--- config.mk ---
export PLATFORM = sky130hd
export DESIGN_NAME = shift_pipe_arbiter
export DESIGN_NICKNAME = d
export VERILOG_FILES = /design/src/rtl/shift_pipe_arbiter.sv
export SDC_FILE = /design/constraint.sdc
export NUM_CORES = 1
export LEC_CHECK = 0
export BUFFER_PORTS_ARGS = -buffer_cell sky130_fd_sc_hd__buf_2
export CORE_ASPECT_RATIO = 0.8
export CORE_MARGIN = 1.5
export CORE_UTILIZATION = 40
export CTS_CLUSTER_DIAMETER = 80
export DETAILED_ROUTE_END_ITERATION = 12
export GPL_TIMING_DRIVEN = 0
export PLACE_DENSITY_LB_ADDON = 0.15
export SLEW_MARGIN = 20
export SYNTH_ARGS = -nofsm -noshare
export SYNTH_HDL_FRONTEND = slang
export SYNTH_SLANG_ARGS = --single-unit
--- constraint.sdc ---
create_clock -name clk -period 1.6 [get_ports clk]
set_clock_uncertainty 0.2 [all_clocks]
set_input_delay 0.08 -clock clk [delete_from_list [all_inputs] [get_ports clk]]
set_output_delay 0.08 -clock clk [all_outputs]
set_load 0.005 [all_outputs]
--- src/rtl/shift_pipe_arbiter.sv ---
// Two-requester round-robin arbiter feeding a DEPTH-stage shift pipeline tagged with the owner id.
// Optional per-requester saturating grant counters (cnt0/cnt1) are built when ARB_STATS_EN is defined.
module shift_pipe_arbiter #(
    parameter int WIDTH = 8,
    parameter int DEPTH = 2
) (
    input  logic             clk,
    input  logic             rst_n,
    input  logic             req0,
    input  logic [WIDTH-1:0] data0,
    output logic             gnt0,
    input  logic             req1,
    input  logic [WIDTH-1:0] data1,
    output logic             gnt1,
    input  logic             flush,
    output logic             out_valid,
    output logic             out_tag,
    output logic [WIDTH-1:0] out_data,
    output logic             busy
`ifdef ARB_STATS_EN
    ,
    output logic [15:0]      cnt0,
    output logic [15:0]      cnt1
`endif
);

    logic [DEPTH-1:0] valid_reg;
    logic [DEPTH-1:0] tag_reg;
    logic [WIDTH-1:0] data_reg [DEPTH];

    logic [DEPTH-1:0] valid_next;
    logic [DEPTH-1:0] tag_next;
    logic [WIDTH-1:0] data_next [DEPTH];

    // Id of the most recent grant; on a tie the other requester wins.
    logic last_gnt_reg;

    always_comb begin
        gnt0 = 1'b0;
        gnt1 = 1'b0;
        if (rst_n && !flush) begin
            if (req0 && req1) begin
                gnt0 = last_gnt_reg;
                gnt1 = !last_gnt_reg;
            end else begin
                gnt0 = req0;
                gnt1 = req1;
            end
        end
    end

    // Stage 0 loads the granted word; without a grant only its valid bit drops.
    always_comb begin
        valid_next[0] = gnt0 | gnt1;
        tag_next[0]   = tag_reg[0];
        data_next[0]  = data_reg[0];
        if (gnt1) begin
            tag_next[0]  = 1'b1;
            data_next[0] = data1;
        end else if (gnt0) begin
            tag_next[0]  = 1'b0;
            data_next[0] = data0;
        end
    end

    generate
        for (genvar gi = 1; gi < DEPTH; gi++) begin : g_stage
            assign valid_next[gi] = valid_reg[gi-1] & ~flush;
            assign tag_next[gi]   = tag_reg[gi-1];
            assign data_next[gi]  = data_reg[gi-1];
        end
    endgenerate

    always_ff @(posedge clk or negedge rst_n) begin
        if (!rst_n) begin
            valid_reg    <= '0;
            tag_reg      <= '0;
            last_gnt_reg <= 1'b1;
            for (int i = 0; i < DEPTH; i++) begin
                data_reg[i] <= '0;
            end
        end else begin
            valid_reg <= valid_next;
            tag_reg   <= tag_next;
            data_reg  <= data_next;
            if (gnt0 || gnt1) begin
                last_gnt_reg <= gnt1;
            end
        end
    end

    assign out_valid = valid_reg[DEPTH-1];
    assign out_tag   = tag_reg[DEPTH-1];
    assign out_data  = data_reg[DEPTH-1];
    assign busy      = |valid_reg;

`ifdef ARB_STATS_EN
    logic [15:0] cnt0_reg;
    logic [15:0] cnt1_reg;

    // Counters saturate rather than wrap; flush deliberately leaves them alone.
    always_ff @(posedge clk or negedge rst_n) begin
        if (!rst_n) begin
            cnt0_reg <= '0;
            cnt1_reg <= '0;
        end else begin
            if (gnt0 && cnt0_reg != 16'hFFFF) begin
                cnt0_reg <= cnt0_reg + 16'd1;
            end
            if (gnt1 && cnt1_reg != 16'hFFFF) begin
                cnt1_reg <= cnt1_reg + 16'd1;
            end
        end
    end

    assign cnt0 = cnt0_reg;
    assign cnt1 = cnt1_reg;
`endif

endmodule
==> run_results.csv <==
group,metric,value,unit
setup_path,critPathTopFamily,"flip-flops",
timing,maxSlewViolCount,0,
timing,timing.final.crit_share,94.75,%
synth,syn_area,880.8,um2
grt,grt_max_degree,22,
run_status,status,"complete, no violations",
power_and_ir_drop,p_switching,0.0002985,W
finish,fillers,156,
power_and_ir_drop,p_comb_share,22.6,%
clock_tree,clkTransAtPathRegs,110,ps
timing,setup-tns-final,0,ps
grt,grt.met2_usage,27.86,%
synth,yosysSeqAreaShare,59.80,%
timing,rsz0062_at_grt,"no",
synth,yosysUniqueCellTypes,20,
clock_tree,tritoncts,"built",
synth,synthesis.nets,92,
drt,wl_per_cell,12.35,um
die,die_w,55.47,um
timing,finalHoldViolCount,0,
die,die_h,44.97,um
grt,grt-busiest-layer,"met2",
drt,drt_iter0_markers,10,
clock_tree,insertion_delay,300,ps
finish,fin_cells,155,
place,gp_congestion,0.7424,
setup_path,max_stage_delay,580,ps
die,start_util,44.50,%
clock_tree,cts_sinks,21,
grt,grt_pass1_vias,683,
power_and_ir_drop,p_per_area,872.4,nW/um2
die,dieArea,2494,um2
die,pin_count,34,
place,dp.cells,128,
power_and_ir_drop,pwr-share-seq,55.9,%
setup_path,critical_path.cell_chain,"buf_6 > inv_2 > a21oi_2 > buf_2",
clock_tree,clock_path_buffers,2,
place,hpwl,1195,um
grt,grtUsageMet1,21.67,%
setup_path,critPathBufInv,3,
drt,firstDrtPassIters,4,
grt,track_usage,17.08,%
timing,timing.fmax,659.6,MHz
finish,final_nets,153,
clock_tree,cts_root_buffer,"clkbuf_4",
finish,register_area,526.8,um2
drt,via_per_inst,4.942,
synth,ys_warn_count,0,
finish,layout_commonest_cell,"buf_2",
power_and_ir_drop,switching_share,25.65,%
synth,synth_largest_area_cell,"dfrtp_1",
synth,syn_avg_cell_area,12.41,um2
setup_path,path_class,"register to output pin",
finish,multi_input_area,299.0,um2
synth,syn_inst,71,
power_and_ir_drop,peakVddDrop,0.7197,mV
drt,routed_wl,1914,um
place,port_buffers,33,
timing,period_minus_slack,1516,ps
power_and_ir_drop,leakage,0.6624,nW
setup_path,crit_path_start_kind,"register",
grt,grt.overflow.total,0,
synth,synth-seq-cells,21,
timing,tightest_slew,909.0,ps
grt,grt_pass1_wl,3111,um
synth,synth.area.top_cells,"dfrtp_1 (57%), o311ai_2 (13%), nand4_1 (5.7%)",
setup_path,cp_slowest_cell,"dfstp_2",
timing,setup_viol,0,
job,cap_violations,0,
setup_path,critPathMaxFanout,2,
finish,final_layout_size_suffix_gt1_share,45.04,%
setup_path,cp-end-kind,"output pin",
setup_path,arrival,1240,ps
clock_tree,htree_levels,1,
power_and_ir_drop,intPower,0.0008651,W
min_path,hp-class,"primary input to register",
drt,antenna_left,0,
drt,route.detailed.drc,0,
die,core,1979,um2
drt,dr_total_vias,766,
synth,synth_top_area_share,56.82,%
setup_path,worstPathRequired,1320,ps
die,row_count,14,
grt,met3_usage,6.017,%
finish,syn_to_final_growth,51.42,%
power_and_ir_drop,clkPwrFrac,21.5,%
grt,antenna_found_initial,0,
finish,layout_common_cells,"buf_2 (34), dfrtp_1 (20), dlygate4sd3_1 (18)",
finish,diodes,0,
clock_tree,cts_buffers,3,
timing,slew_headroom,39.20,%
worst min-delay path: stages:
cell and delay, ps:
buf_2 100, and3_4 230, a21o_1 90
final timing paths:
check	startpoint	endpoint	slack, ps	depth (start not counted)
worst max register to register	last_gnt_reg	data_next[5]	110	4
worst min-delay path	req1	last_gnt_reg	10	3
worst min register to register	data_next[7]	out_data[7]	180	0
min in group asynchronous	rst_n	tag_reg[0]	280	2
worst max-delay path	last_gnt_reg	gnt0	80	4
max in group asynchronous	rst_n	out_data[2]	370	2
timing repair:
item                                    4_1_cts  5_1_grt
endpoints found under the setup margin        1        2
pin swaps                                     1        2
setup buffers                                 2        4
resized for setup                             2        3
hold buffers                                 18        0
hold endpoints to repair                     30        0
per-layer routing:
layer	share of wire [%]	wire, um	up-vias
met5	0	0	-
met1	46	874	365
met4	1.2	23	0
met2	47	898	23
met3	6.1	117	4
li1	-	-	374
metrics by stage:
step	setup WS [ps]	cell area [um2]	utilization [%]	hold slack (ps)	power, W
after floorplan	120.0	880.8	-	-415.6	0.0007681
final	83.97	1334	67.38	14.83	0.001164
after CTS	24.49	1296	65.49	26.63	0.001171
after detailed placement	-194.1	1076	54.36	-126.8	0.0008699
after global routing	10.13	1334	67.38	23.34	0.001237
after global placement	-174.1	1076	54.36	-132.2	0.0008649
area by class of cell:
class,count,area share (%)
Inverter,10,2.814
Tap cell,24,2.251
Clock buffer,4,1.970
Sequential cell,21,39.49
Timing Repair Buffer,57,29.55
Multi-Input combinational cell,36,22.42
Buffer,3,1.501
cell families after synthesis:
family	count (synthesis)	share of synthesized area [%]
flops	21	59.80
compound gates	20	21.31
simple gates	16	11.08
buf+inv	14	7.812
power groups by stage:
stage | sequential (W) | combinational [W] | clock (W)
final | 0.000651 | 0.000263 | 0.000250
after global routing | 0.000662 | 0.000290 | 0.000286
after CTS | 0.000651 | 0.000254 | 0.000267
after detailed placement | 0.000662 | 0.000208 | 0
after global placement | 0.000658 | 0.000207 | 0
after floorplan | 0.000663 | 0.000105 | 0
synthesized netlist by cell type:
master    number
o311ai_0       1
dfrtp_1       20
and3_1         1
dfstp_2        1
inv_1         10
nand2_2        1
nand4_1        8
a21oi_1        1
nor2b_1        1
nand2_1        1
nand2b_1       1
buf_6          1
or2_2          1
o21ai_0        9
nor2b_2        1
o311ai_2       7
buf_4          2
nor2_1         1
a21o_1         2
buf_2          1
Power figures use the tool's default switching activity.
